### config.mk
export PLATFORM = sky130hd
export DESIGN_NAME = mem_port_arbiter
export DESIGN_NICKNAME = d
export VERILOG_FILES = /design/src/rtl/mem_port_arbiter.sv
export SDC_FILE = /design/constraint.sdc
export NUM_CORES = 1
export LEC_CHECK = 0
export BUFFER_PORTS_ARGS = -buffer_cell sky130_fd_sc_hd__buf_2
export CAP_MARGIN = 30
export CORE_ASPECT_RATIO = 1.4
export CORE_MARGIN = 5
export CORE_UTILIZATION = 45
export CTS_BUF_LIST = sky130_fd_sc_hd__clkbuf_2
export CTS_CLUSTER_DIAMETER = 150
export DETAILED_ROUTE_END_ITERATION = 6
export GPL_TIMING_DRIVEN = 1
export PLACE_DENSITY = 0.82
export SYNTH_ARGS = -nofsm -noshare
export SYNTH_HDL_FRONTEND = slang
export SYNTH_SLANG_ARGS = --single-unit
export TNS_END_PERCENT = 1
### constraint.sdc
create_clock -name clk -period 3 [get_ports clk]
set_clock_uncertainty 0.2 [all_clocks]
set_input_delay 0 -clock clk [delete_from_list [all_inputs] [get_ports clk]]
set_output_delay 0 -clock clk [all_outputs]
set_load 0.01 [all_outputs]
### src/rtl/mem_port_arbiter.sv
// Arbitrates the fetch (i) and load/store (d) requesters onto one memory port,
// tagging each request with a table index and steering responses back to their source.
module mem_port_arbiter #(
  parameter int DATA_WIDTH = 32,
  parameter int ID_WIDTH   = 4,
  parameter int NUM_TAGS   = 8
) (
  input  logic                  clk,
  input  logic                  reset,
  input  logic [DATA_WIDTH-1:0] i_req_addr,
  input  logic [DATA_WIDTH-1:0] i_req_data,
  input  logic                  i_req_rw,
  input  logic [ID_WIDTH-1:0]   i_req_id,
  input  logic                  i_req_valid,
  output logic                  i_req_stall,
  output logic [DATA_WIDTH-1:0] i_rsp_data,
  output logic [ID_WIDTH-1:0]   i_rsp_id,
  output logic                  i_rsp_ready,
  input  logic [DATA_WIDTH-1:0] d_req_addr,
  input  logic [DATA_WIDTH-1:0] d_req_data,
  input  logic                  d_req_rw,
  input  logic [ID_WIDTH-1:0]   d_req_id,
  input  logic                  d_req_valid,
  output logic                  d_req_stall,
  output logic [DATA_WIDTH-1:0] d_rsp_data,
  output logic [ID_WIDTH-1:0]   d_rsp_id,
  output logic                  d_rsp_ready,
  output logic [DATA_WIDTH-1:0] mem_addr_out,
  output logic [DATA_WIDTH-1:0] mem_data_out,
  output logic                  mem_rw_out,
  output logic [ID_WIDTH-1:0]   mem_id_out,
  output logic                  mem_valid_out,
  input  logic [DATA_WIDTH-1:0] mem_data_in,
  input  logic [ID_WIDTH-1:0]   mem_id_in,
  input  logic                  mem_ready_in,
  input  logic                  mem_stall_in,
  output logic                  tag_error
);

  localparam logic SRC_I = 1'b0;
  localparam logic SRC_D = 1'b1;

  logic [NUM_TAGS-1:0]   r_used;
  logic                  r_src [NUM_TAGS];
  logic [ID_WIDTH-1:0]   r_rid [NUM_TAGS];

  logic                  r_or_valid;
  logic [DATA_WIDTH-1:0] r_or_addr;
  logic [DATA_WIDTH-1:0] r_or_data;
  logic                  r_or_rw;
  logic [ID_WIDTH-1:0]   r_or_id;
  logic                  r_rr_last;
  logic                  r_tag_error;

  logic                  r_i_rsp_ready;
  logic [DATA_WIDTH-1:0] r_i_rsp_data;
  logic [ID_WIDTH-1:0]   r_i_rsp_id;
  logic                  r_d_rsp_ready;
  logic [DATA_WIDTH-1:0] r_d_rsp_data;
  logic [ID_WIDTH-1:0]   r_d_rsp_id;

  logic                  w_or_can_load;
  logic                  w_can_accept;
  logic                  w_grant_i;
  logic                  w_grant_d;
  logic                  w_accept;
  logic [ID_WIDTH-1:0]   w_alloc_idx;
  logic                  w_rsp_hit;
  logic                  w_rsp_src;
  logic [ID_WIDTH-1:0]   w_rsp_rid;

  // Allocation only looks at the current table, so an entry freed this cycle
  // becomes allocatable on the next one.
  always_comb begin
    w_or_can_load = !r_or_valid || !mem_stall_in;
    w_can_accept  = !reset && w_or_can_load && !(&r_used);
    w_grant_d     = d_req_valid && (!i_req_valid || r_rr_last == SRC_I);
    w_grant_i     = i_req_valid && !w_grant_d;
    w_accept      = w_can_accept && (w_grant_i || w_grant_d);
  end

  // NOTE: every variable assigned in always_comb gets a default first so no latch is inferred.
  always_comb begin
    w_alloc_idx = '0;
    for (int k = NUM_TAGS - 1; k >= 0; k--) begin
      if (!r_used[k]) w_alloc_idx = ID_WIDTH'(k);
    end
  end

  always_comb begin
    w_rsp_hit = 1'b0;
    w_rsp_src = SRC_I;
    w_rsp_rid = '0;
    for (int k = 0; k < NUM_TAGS; k++) begin
      if (mem_ready_in && mem_id_in == ID_WIDTH'(k) && r_used[k]) begin
        w_rsp_hit = 1'b1;
        w_rsp_src = r_src[k];
        w_rsp_rid = r_rid[k];
      end
    end
  end

  // NOTE: sequential state uses non-blocking assignments only.
  always_ff @(posedge clk) begin
    if (reset) begin
      r_used        <= '0;
      r_or_valid    <= 1'b0;
      r_or_addr     <= '0;
      r_or_data     <= '0;
      r_or_rw       <= 1'b0;
      r_or_id       <= '0;
      r_rr_last     <= SRC_D;
      r_tag_error   <= 1'b0;
      r_i_rsp_ready <= 1'b0;
      r_i_rsp_data  <= '0;
      r_i_rsp_id    <= '0;
      r_d_rsp_ready <= 1'b0;
      r_d_rsp_data  <= '0;
      r_d_rsp_id    <= '0;
    end else begin
      for (int k = 0; k < NUM_TAGS; k++) begin
        if (w_accept && w_alloc_idx == ID_WIDTH'(k)) r_used[k] <= 1'b1;
        else if (w_rsp_hit && mem_id_in == ID_WIDTH'(k)) r_used[k] <= 1'b0;
      end
      if (w_or_can_load) begin
        r_or_valid <= w_accept;
        if (w_accept) begin
          r_or_addr <= w_grant_d ? d_req_addr : i_req_addr;
          r_or_data <= w_grant_d ? d_req_data : i_req_data;
          r_or_rw   <= w_grant_d ? d_req_rw   : i_req_rw;
          r_or_id   <= w_alloc_idx;
        end
      end
      if (w_accept) r_rr_last <= w_grant_d;
      if (mem_ready_in && !w_rsp_hit) r_tag_error <= 1'b1;
      r_i_rsp_ready <= w_rsp_hit && w_rsp_src == SRC_I;
      r_d_rsp_ready <= w_rsp_hit && w_rsp_src == SRC_D;
      if (w_rsp_hit && w_rsp_src == SRC_I) begin
        r_i_rsp_data <= mem_data_in;
        r_i_rsp_id   <= w_rsp_rid;
      end
      if (w_rsp_hit && w_rsp_src == SRC_D) begin
        r_d_rsp_data <= mem_data_in;
        r_d_rsp_id   <= w_rsp_rid;
      end
    end
  end

  // NOTE: table payload is qualified by r_used, so it needs no reset.
  always_ff @(posedge clk) begin
    for (int k = 0; k < NUM_TAGS; k++) begin
      if (w_accept && w_alloc_idx == ID_WIDTH'(k)) begin
        r_src[k] <= w_grant_d;
        r_rid[k] <= w_grant_d ? d_req_id : i_req_id;
      end
    end
  end

  assign i_req_stall   = !(w_can_accept && w_grant_i);
  assign d_req_stall   = !(w_can_accept && w_grant_d);
  assign mem_valid_out = r_or_valid;
  assign mem_addr_out  = r_or_addr;
  assign mem_data_out  = r_or_data;
  assign mem_rw_out    = r_or_rw;
  assign mem_id_out    = r_or_id;
  assign tag_error     = r_tag_error;
  assign i_rsp_ready   = r_i_rsp_ready;
  assign i_rsp_data    = r_i_rsp_data;
  assign i_rsp_id      = r_i_rsp_id;
  assign d_rsp_ready   = r_d_rsp_ready;
  assign d_rsp_data    = r_d_rsp_data;
  assign d_rsp_id      = r_d_rsp_id;

endmodule
==> impl_metrics.csv, run 1 <==
group,metric,value,unit
synth,synth_cell_type_count,54,
run_status,error_line,"[ERROR RSZ-0060] Max buffer count reached.",
clocking,cts_inserted_buffers,17,
place,detailedPlacementHpwl,17.3,mm
synth,postSynthNetCount,951,
clocking,cts-htree-levels,4,
synth,yosys.area.top_type,"sky130_fd_sc_hd__dfxtp_1",
clocking,ctsRootBufferMaster,"sky130_fd_sc_hd__clkbuf_2",
synth,yosys.area.top_type_share,0.382,
synth,ys_ff_latch,193,
floorplanning,number_of_i_o_pins,327,
clocking,cts-hold-fix-buffers,266,
place,gp_congestion,0.871,
run_status,outcome.stop_stage,"clock tree synthesis (4_1_cts)",
synth,synth_top_family_by_area,"compound AO/OA/AOI/OAI gates",
synth,yosys.area_share.xor_xnor,0,
synth,area_share_of_and_or_nand_nor_cells_after_synthesis,0.146,
synth,yosys_warnings,0,
floorplanning,floorplan.initialDensity,0.459,
floorplanning,dieHeight,168,um
floorplanning,placement_rows,57,
clocking,clockBufferDepth,2,
synth,yosys-top-cells-area,"sky130_fd_sc_hd__dfxtp_1 38%, sky130_fd_sc_hd__edfxtp_1 15%, sky130_fd_sc_hd__mux2i_1 13%, sky130_fd_sc_hd__a211oi_1 6.4%, sky130_fd_sc_hd__nor2_1 5.5%",
clocking,postCtsSetupBuffers,0,
synth,syn-cell-area,0.00801,mm^2
place,port_buffers,325,
place,postPlaceCellArea,0.00992,mm^2
clocking,post_cts_resized,0,
synth,syn-mean-instance-area,10.4,um^2
clocking,clock_sink_count,193,
synth,synth_mux_area_frac,0.132,
synth,post_synth_fa_ha_maj_area_fraction,0,
synth,seq_area_frac_synth,0.532,
run_status,outcome,"stopped before the end",
synth,compound_cell_area_share_of_the_yosys_netlist,0.149,
synth,syn_inst,771,
floorplanning,die_width,123,um
## cell usage after synthesis, drive strengths merged
cell,instances
mux2,4
and4b,1
or4b,1
nand4,2
conb,1
nand3b,2
a2bb2oi,2
a31oi,1
inv,5
nor3b,3
o21ai,44
nor4,2
or2,3
or3b,32
buf,17
nand3,4
dfxtp,153
nor2b,6
a21oi,41
nor3,5
a221oi,3
a21boi,3
nand2b,7
nor2,119
o211ai,2
o21a,3
or3,1
a221o,4
mux2i,101
and2,3
a211oi,68
and3,4
edfxtp,40
nand4bb,2
clkbuf,46
or4,2
a22oi,6
o221ai,5
o2bb2ai,1
o31ai,1
nand2,21
## per-stage QoR
step	hold slack (ns)	instances	worst slack, ns	utilization
after global placement	0.0503	1290	0.591	0.568
after floorplan	-0.0932	771	0.873	-
after detailed placement	0.0593	1290	0.521	0.568
## logic make-up after synthesis
kind of cell,after synthesis
compound gates,184
other cells,1
mux,105
flops,193
buf+inv,68
simple gates,220
==> run 2: changes to the inputs <==
--- a/config.mk
+++ b/config.mk
@@ -7,14 +7,11 @@
 export LEC_CHECK = 0
 export BUFFER_PORTS_ARGS = -buffer_cell sky130_fd_sc_hd__buf_2
 export CAP_MARGIN = 30
-export CORE_ASPECT_RATIO = 1.4
 export CORE_MARGIN = 5
-export CORE_UTILIZATION = 45
-export CTS_BUF_LIST = sky130_fd_sc_hd__clkbuf_2
-export CTS_CLUSTER_DIAMETER = 150
+export CORE_UTILIZATION = 30
 export DETAILED_ROUTE_END_ITERATION = 6
 export GPL_TIMING_DRIVEN = 1
-export PLACE_DENSITY = 0.82
+export PLACE_DENSITY_LB_ADDON = 0.15
 export SYNTH_ARGS = -nofsm -noshare
 export SYNTH_HDL_FRONTEND = slang
 export SYNTH_SLANG_ARGS = --single-unit
==> impl_metrics.csv, run 2 <==
group,metric,value,unit
sta,final_period_util,0.973,
hold_path,holdCritPathClass,"input port to flip-flop",
synth,synth_cell_type_count,54,
clocking,clockBufferDepth,2,
synth,postSynthNetCount,951,
worst_setup_path,crit_path_start_kind,"input port",
worst_setup_path,critical_path.top_delay_family,"buffers and inverters",
worst_setup_path,crit_required,3.15,ns
synth,most_repeated_cell_in_the_gate_level_netlist_after_synthesis,"sky130_fd_sc_hd__dfxtp_1",
worst_setup_path,library_cell_appearing_most_often_on_the_critical_path,"sky130_fd_sc_hd__dlygate4sd3_1",
floorplanning,dieHeight,173,um
floorplanning,placement_rows,59,
floorplanning,floorplan.initialDensity,0.306,
sta,finalMaxSlewViolations,0,
pwr,power.leakage,5.18,nW
clocking,cts_inserted_buffers,17,
route,route.detailed.drc,0,
global_route,grt_overflow,0,
finish,final_net_count,1429,
run_status,outcome,"completed",
floorplanning,number_of_i_o_pins,327,
pwr,ir_drop,0.287,mV
global_route,grt_max_degree,131,
worst_setup_path,setup.worst_path.end_class,"flip-flop",
finish,leading_cell_type_in_the_layout_fill_and_taps_excluded,"sky130_fd_sc_hd__buf_2",
finish,n_fill_cell,2449,
global_route,grt_antenna_before_repair,0,
place,dp.cells,1383,
worst_setup_path,critical_path.max_fanout,70,
worst_setup_path,criticalPathCategory,"input port to flip-flop",
synth,yosys_warnings,0,
worst_setup_path,crit_chain,"dlygate4sd3_1, buf_2, or4b_4, dlygate4sd3_1, nor2_4, nor4_4, buf_12, or3b_2, a21oi_1",
synth,synth_flop_cell,"sky130_fd_sc_hd__dfxtp_1",
worst_setup_path,worstSetupPathDepth,9,
sta,setup_viol,0,
finish,layout_overhead_on_the_synthesized_area,54.8,%
floorplanning,core,0.0262,mm^2
global_route,number_of_global_route_vias_before_repair,7325,
route,detail-route-antenna-nets,0,
finish,drive_gt1_frac,0.319,
synth,synth-edff-count,40,
route,avgViaCountPerCell,4.66,
finish,layout.cells.most_common_list,"324 x sky130_fd_sc_hd__buf_2, 181 x sky130_fd_sc_hd__dlygate4sd3_1, 153 x sky130_fd_sc_hd__dfxtp_1",
route,routedWlPerCell,16.1,um
synth,synth-async-reset-ratio,0,
worst_setup_path,reg2regPathDepth,7,
synth,yosys.area.top_type,"sky130_fd_sc_hd__dfxtp_1",
place,detailedPlacementHpwl,17.7,mm
clocking,cts-htree-levels,4,
synth,yosys-top-cells-area,"sky130_fd_sc_hd__dfxtp_1 38%, sky130_fd_sc_hd__edfxtp_1 15%, sky130_fd_sc_hd__mux2i_1 13%, sky130_fd_sc_hd__a211oi_1 6.4%, sky130_fd_sc_hd__nor2_1 5.5%",
worst_setup_path,critPathMaxStageDelay,0.64,ns
hold_path,holdPathStages,6,
worst_setup_path,critPathBufInv,4,
synth,syn-cell-area,0.00801,mm^2
synth,seq_area_frac_synth,0.532,
global_route,grt_first_pass_wirelength,40.4,mm
flow_run,drv.max_cap_violation_count,0,
route,dr_wl_met2,11.7,mm
pwr,power_per_cell_area,478,mW/mm^2
synth,ys_ff_latch,193,
route,met3WireLength,2.14,mm
clocking,ctsRootBufferMaster,"sky130_fd_sc_hd__clkbuf_16",
sta,rsz0062_at_grt,"no",
place,gp_congestion,0.772,
sta,worst_relative_slew_slack,0.482,
sta,finalHoldViolations,0,
worst_setup_path,ff2ff_setup_slack,0.59,ns
finish,antenna_cells_inserted,0,
synth,syn-mean-instance-area,10.4,um^2
clocking,clk_pin_slew_worst_paths,0.08,ns
route,routed_wire_length,25.7,mm
finish,finish.cell_count_without_fillers,1597,
route,drt-pass1-iter-count,5,
clocking,cts_tree,"yes",
route,top_layer,"met4",
floorplanning,area_of_the_die,0.0301,mm^2
route,detailedRoute.firstIterationViolations,338,
clocking,clock_sink_count,193,
pwr,finalPower,5.93,mW
route,dr_total_vias,7442,
route,wirelength_met1,11.3,mm
sta,fin_crit,2.92,ns
worst_setup_path,data_arrival_at_the_endpoint_of_the_critical_path,3.07,ns
synth,syn_inst,771,
sta,clock.fmax,342,MHz
synth,synth_commonest_cells,"153 x sky130_fd_sc_hd__dfxtp_1, 118 x sky130_fd_sc_hd__nor2_1, 101 x sky130_fd_sc_hd__mux2i_1",
place,port_buffers,325,
sta,max_slew.worst_pin.slew,0.768,ns
synth,yosys.area.top_type_share,0.382,
clocking,clkLatencyLatePin,0.42,ns
floorplanning,die_width,173,um
worst_setup_path,cp_slowest_cell,"sky130_fd_sc_hd__dlygate4sd3_1",
global_route,grt.total_usage,0.165,
sta,setup_total_negative_slack,0,ns
==> run 2: layout make-up <==
cell class | instances | area (um^2) | area share
inverter | 5 | 18.8 | 0.00151
timing repair buffer | 522 | 3660 | 0.295
clock buffer | 20 | 478 | 0.0385
multi-input combinational | 510 | 3460 | 0.279
sequential | 193 | 4260 | 0.344
tap | 335 | 419 | 0.0338
clock inverter | 12 | 109 | 0.00878
==> run 2: metrics by stage <==
stage,setup WS (ns),hold WS [ns],area (um^2),utilization
global route,0.00843,0.0947,12400,0.473
global placement,0.570,0.0461,9970,0.381
floorplan,0.873,-0.0932,8010,-
CTS,0.0217,0.0163,12400,0.472
finish,0.0798,0.0567,12400,0.473
detailed placement,0.552,0.0536,9970,0.381
==> run 2: what timing repair did <==
| action | CTS | global route |
|---|---|---|
| resized for setup | 0 | 1 |
| setup endpoints to repair | 0 | 14 |
| hold buffers | 181 | 0 |
| hold endpoints to repair | 167 | 0 |
| setup buffers | 0 | 0 |
==> run 2: path summary, 6_finish.rpt <==
path,from,to
setup / recovery,mem_id_in[2],i_rsp_data[15]$_SDFFE_PP0P_
hold / removal,mem_id_in[0],r_used[1]$_SDFFE_PP0P_
setup reg to reg,r_used[6]$_SDFFE_PP0P_,i_rsp_data[15]$_SDFFE_PP0P_
hold reg to reg,mem_id_out[0]$_SDFFE_PP0P_,mem_id_out[0]$_SDFFE_PP0P_
==> run 2: cell families after synthesis <==
family / after synthesis / share of synthesized area
flip-flops: 193 / 0.532
AO/OA/AOI/OAI: 184 / 0.149
multiplexers: 105 / 0.132
buffers and inverters: 68 / 0.0403
AND/OR/NAND/NOR: 220 / 0.146
other: 1 / 0.000468
==> run 2: metal layers <==
layer / up-vias / GRT usage
met5: - / 0
met4: 0 / 0.0439
met3: 24 / 0.0563
met2: 306 / 0.266
met1: 3342 / 0.211
li1: 3770 / -
==> run 2: power breakdown <==
part	switching (mW)	internal, mW
clock	1.08	1.19
sequential	0.0475	2.74
combinational	0.394	0.476
==> run 2: worst min-delay path, stage by stage <==
cell	delay [ns]
sky130_fd_sc_hd__buf_2	0.19
sky130_fd_sc_hd__nand2_1	0.17
sky130_fd_sc_hd__nor2_4	0.08
sky130_fd_sc_hd__inv_1	0.05
sky130_fd_sc_hd__a21oi_1	0.06
sky130_fd_sc_hd__nor2_1	0.08
(Power assumes the default switching activity.)
==> run 3: changes to the inputs <==
--- a/config.mk
+++ b/config.mk
@@ -11,6 +11,7 @@
 export CORE_UTILIZATION = 30
 export DETAILED_ROUTE_END_ITERATION = 6
 export GPL_TIMING_DRIVEN = 1
+export HOLD_SLACK_MARGIN = 0.12
 export PLACE_DENSITY_LB_ADDON = 0.15
 export SYNTH_ARGS = -nofsm -noshare
 export SYNTH_HDL_FRONTEND = slang
==> impl_metrics.csv, run 3 (synthesis gave the netlist of run 2 again) <==
group,metric,value,unit
floorplanning,placement_rows,59,
route,routedWlPerCell,15.9,um
clocking,cts_tree,"yes",
clocking,clk_pin_slew_worst_paths,0.08,ns
sta,clock.fmax,352,MHz
flow_run,drv.max_cap_violation_count,0,
sta,setup_viol,0,
sta,rsz0062_at_grt,"no",
floorplanning,floorplan.initialDensity,0.306,
global_route,grt_max_degree,131,
clocking,ctsRootBufferMaster,"sky130_fd_sc_hd__clkbuf_16",
worst_setup_path,setup.worst_path.end_class,"flip-flop",
route,routed_wire_length,25.9,mm
route,detailedRoute.firstIterationViolations,343,
finish,final_net_count,1458,
place,dp.cells,1383,
finish,n_fill_cell,2442,
floorplanning,number_of_i_o_pins,327,
pwr,ir_drop,0.288,mV
clocking,clkLatencyLatePin,0.42,ns
global_route,grt_util_met1,0.211,
place,detailedPlacementHpwl,17.7,mm
worst_setup_path,cp_slowest_cell,"sky130_fd_sc_hd__dlygate4sd3_1",
global_route,grt_overflow,0,
worst_setup_path,crit_chain,"dlygate4sd3_1, buf_2, or4b_4, a21oi_1, a211oi_1, o211ai_4, buf_12, mux2i_1, nor2_1, dlygate4sd3_1",
finish,antenna_cells_inserted,0,
global_route,grt_first_pass_wirelength,40.9,mm
worst_setup_path,criticalPathCategory,"input port to flip-flop",
run_status,outcome,"completed",
clocking,cts-htree-levels,4,
global_route,grt_antenna_before_repair,0,
clocking,clockBufferDepth,2,
route,dr_total_vias,7544,
worst_setup_path,data_arrival_at_the_endpoint_of_the_critical_path,2.97,ns
sta,setup_total_negative_slack,0,ns
sta,finalHoldWorstSlack,0.162,ns
worst_setup_path,critical_path.max_fanout,41,
sta,finalMaxSlewViolations,0,
sta,final_period_util,0.948,
finish,utilization,0.484,
route,route.detailed.drc,0,
worst_setup_path,critPathBufInv,4,
sta,max_slew.worst_pin.slew,0.761,ns
floorplanning,dieHeight,173,um
sta,fin_crit,2.84,ns
finish,layout.cells.most_common_list,"324 x sky130_fd_sc_hd__buf_2, 208 x sky130_fd_sc_hd__dlygate4sd3_1, 153 x sky130_fd_sc_hd__dfxtp_1",
finish,postLayoutCellArea,0.0127,mm^2
worst_setup_path,crit_required,3.12,ns
hold_path,holdCritPathClass,"input port to flip-flop",
place,gp_congestion,0.772,
finish,leading_cell_type_in_the_layout_fill_and_taps_excluded,"sky130_fd_sc_hd__buf_2",
worst_setup_path,critPathMaxStageDelay,0.58,ns
global_route,grt.total_usage,0.166,
pwr,power.leakage,5.38,nW
place,port_buffers,325,
pwr,power_per_cell_area,468,mW/mm^2
finish,layout_overhead_on_the_synthesized_area,58.3,%
global_route,grt_util_met3,0.0561,
route,avgViaCountPerCell,4.64,
route,drt-pass1-iter-count,4,
global_route,global_route.peak_usage_layer,"met2",
route,detail-route-antenna-nets,0,
floorplanning,area_of_the_die,0.0301,mm^2
clocking,clock_sink_count,193,
sta,finalHoldViolations,0,
worst_setup_path,crit_path_start_kind,"input port",
floorplanning,die_width,173,um
sta,worst_relative_slew_slack,0.488,
worst_setup_path,critical_path.top_delay_family,"buffers and inverters",
finish,drive_gt1_frac,0.314,
global_route,use_met2,0.272,
global_route,number_of_global_route_vias_before_repair,7479,
finish,finish.cell_count_without_fillers,1626,
clocking,cts_inserted_buffers,17,
place,postPlaceCellArea,0.00997,mm^2
floorplanning,core,0.0262,mm^2
worst_setup_path,library_cell_appearing_most_often_on_the_critical_path,"sky130_fd_sc_hd__dlygate4sd3_1",
==> run 3: cell count changes in the layout (fill, tap and decap cells not counted), sizes merged <==
cell	before	now
dlygate4sd3	181	208
buf	341	343
==> run 3: worst paths after layout <==
path	endpoint	start	cells after the start	slack, ns
hold / removal	d_rsp_data[12]$_SDFFE_PP0P_	mem_data_in[12]	4	0.16
hold reg to reg	mem_id_out[0]$_SDFFE_PP0P_	mem_id_out[0]$_SDFFE_PP0P_	2	0.25
setup / recovery	d_rsp_data[16]$_SDFFE_PP0P_	mem_id_in[3]	10	0.16
setup reg to reg	tag_error$_SDFFE_PP0P_	r_used[2]$_SDFFE_PP0P_	8	0.27
==> run 3: area by class of cell <==
class,instances,area (um^2),area share
multi-input combinational,510,3460,0.273
inverter,5,18.8,0.00148
tap,335,419,0.0330
clock inverter,12,109,0.00858
timing repair buffer,551,3940,0.311
clock buffer,20,478,0.0377
sequential,193,4260,0.336
==> run 3: worst reg2reg max path, delay by kind of cell (launching register included) <==
kind | cells | cell delay (ns)
AOI/OAI and AO/OA | 1 | 0.12
DFF | 1 | 0.38
and+or+nand+nor | 4 | 0.97
buffers and inverters | 3 | 1.01
==> run 3: through the flow <==
step / power (mW) / setup WS, ns
6_report: 5.94 / 0.156
5_1_grt: 6.21 / 0.0301
4_1_cts: 6.02 / 0.0250
3_5_place_dp: 3.50 / 0.552
3_3_place_gp: 3.50 / 0.570
2_1_floorplan: 3.18 / 0.873
==> run 3: metal layers <==
layer,vias up,part of all wire
met5,-,0
met4,0,0.016
met3,18,0.080
met2,283,0.46
met1,3413,0.44
li1,3830,-
==> run 3: power by group <==
part	total (mW)	internal, mW	switching, mW	leakage [nW]
Combinational	0.878	0.482	0.396	3.47
Sequential	2.79	2.74	0.0475	1.61
Clock	2.27	1.19	1.07	0.289
Total	5.94	4.42	1.52	5.38
==> run 3: what timing repair did <==
action / in CTS / in global routing
endpoints found under the hold margin: 184 / 0
setup endpoints to repair: 0 / 22
setup buffers: 0 / 2
hold buffers: 208 / 0
resized for setup: 0 / 1
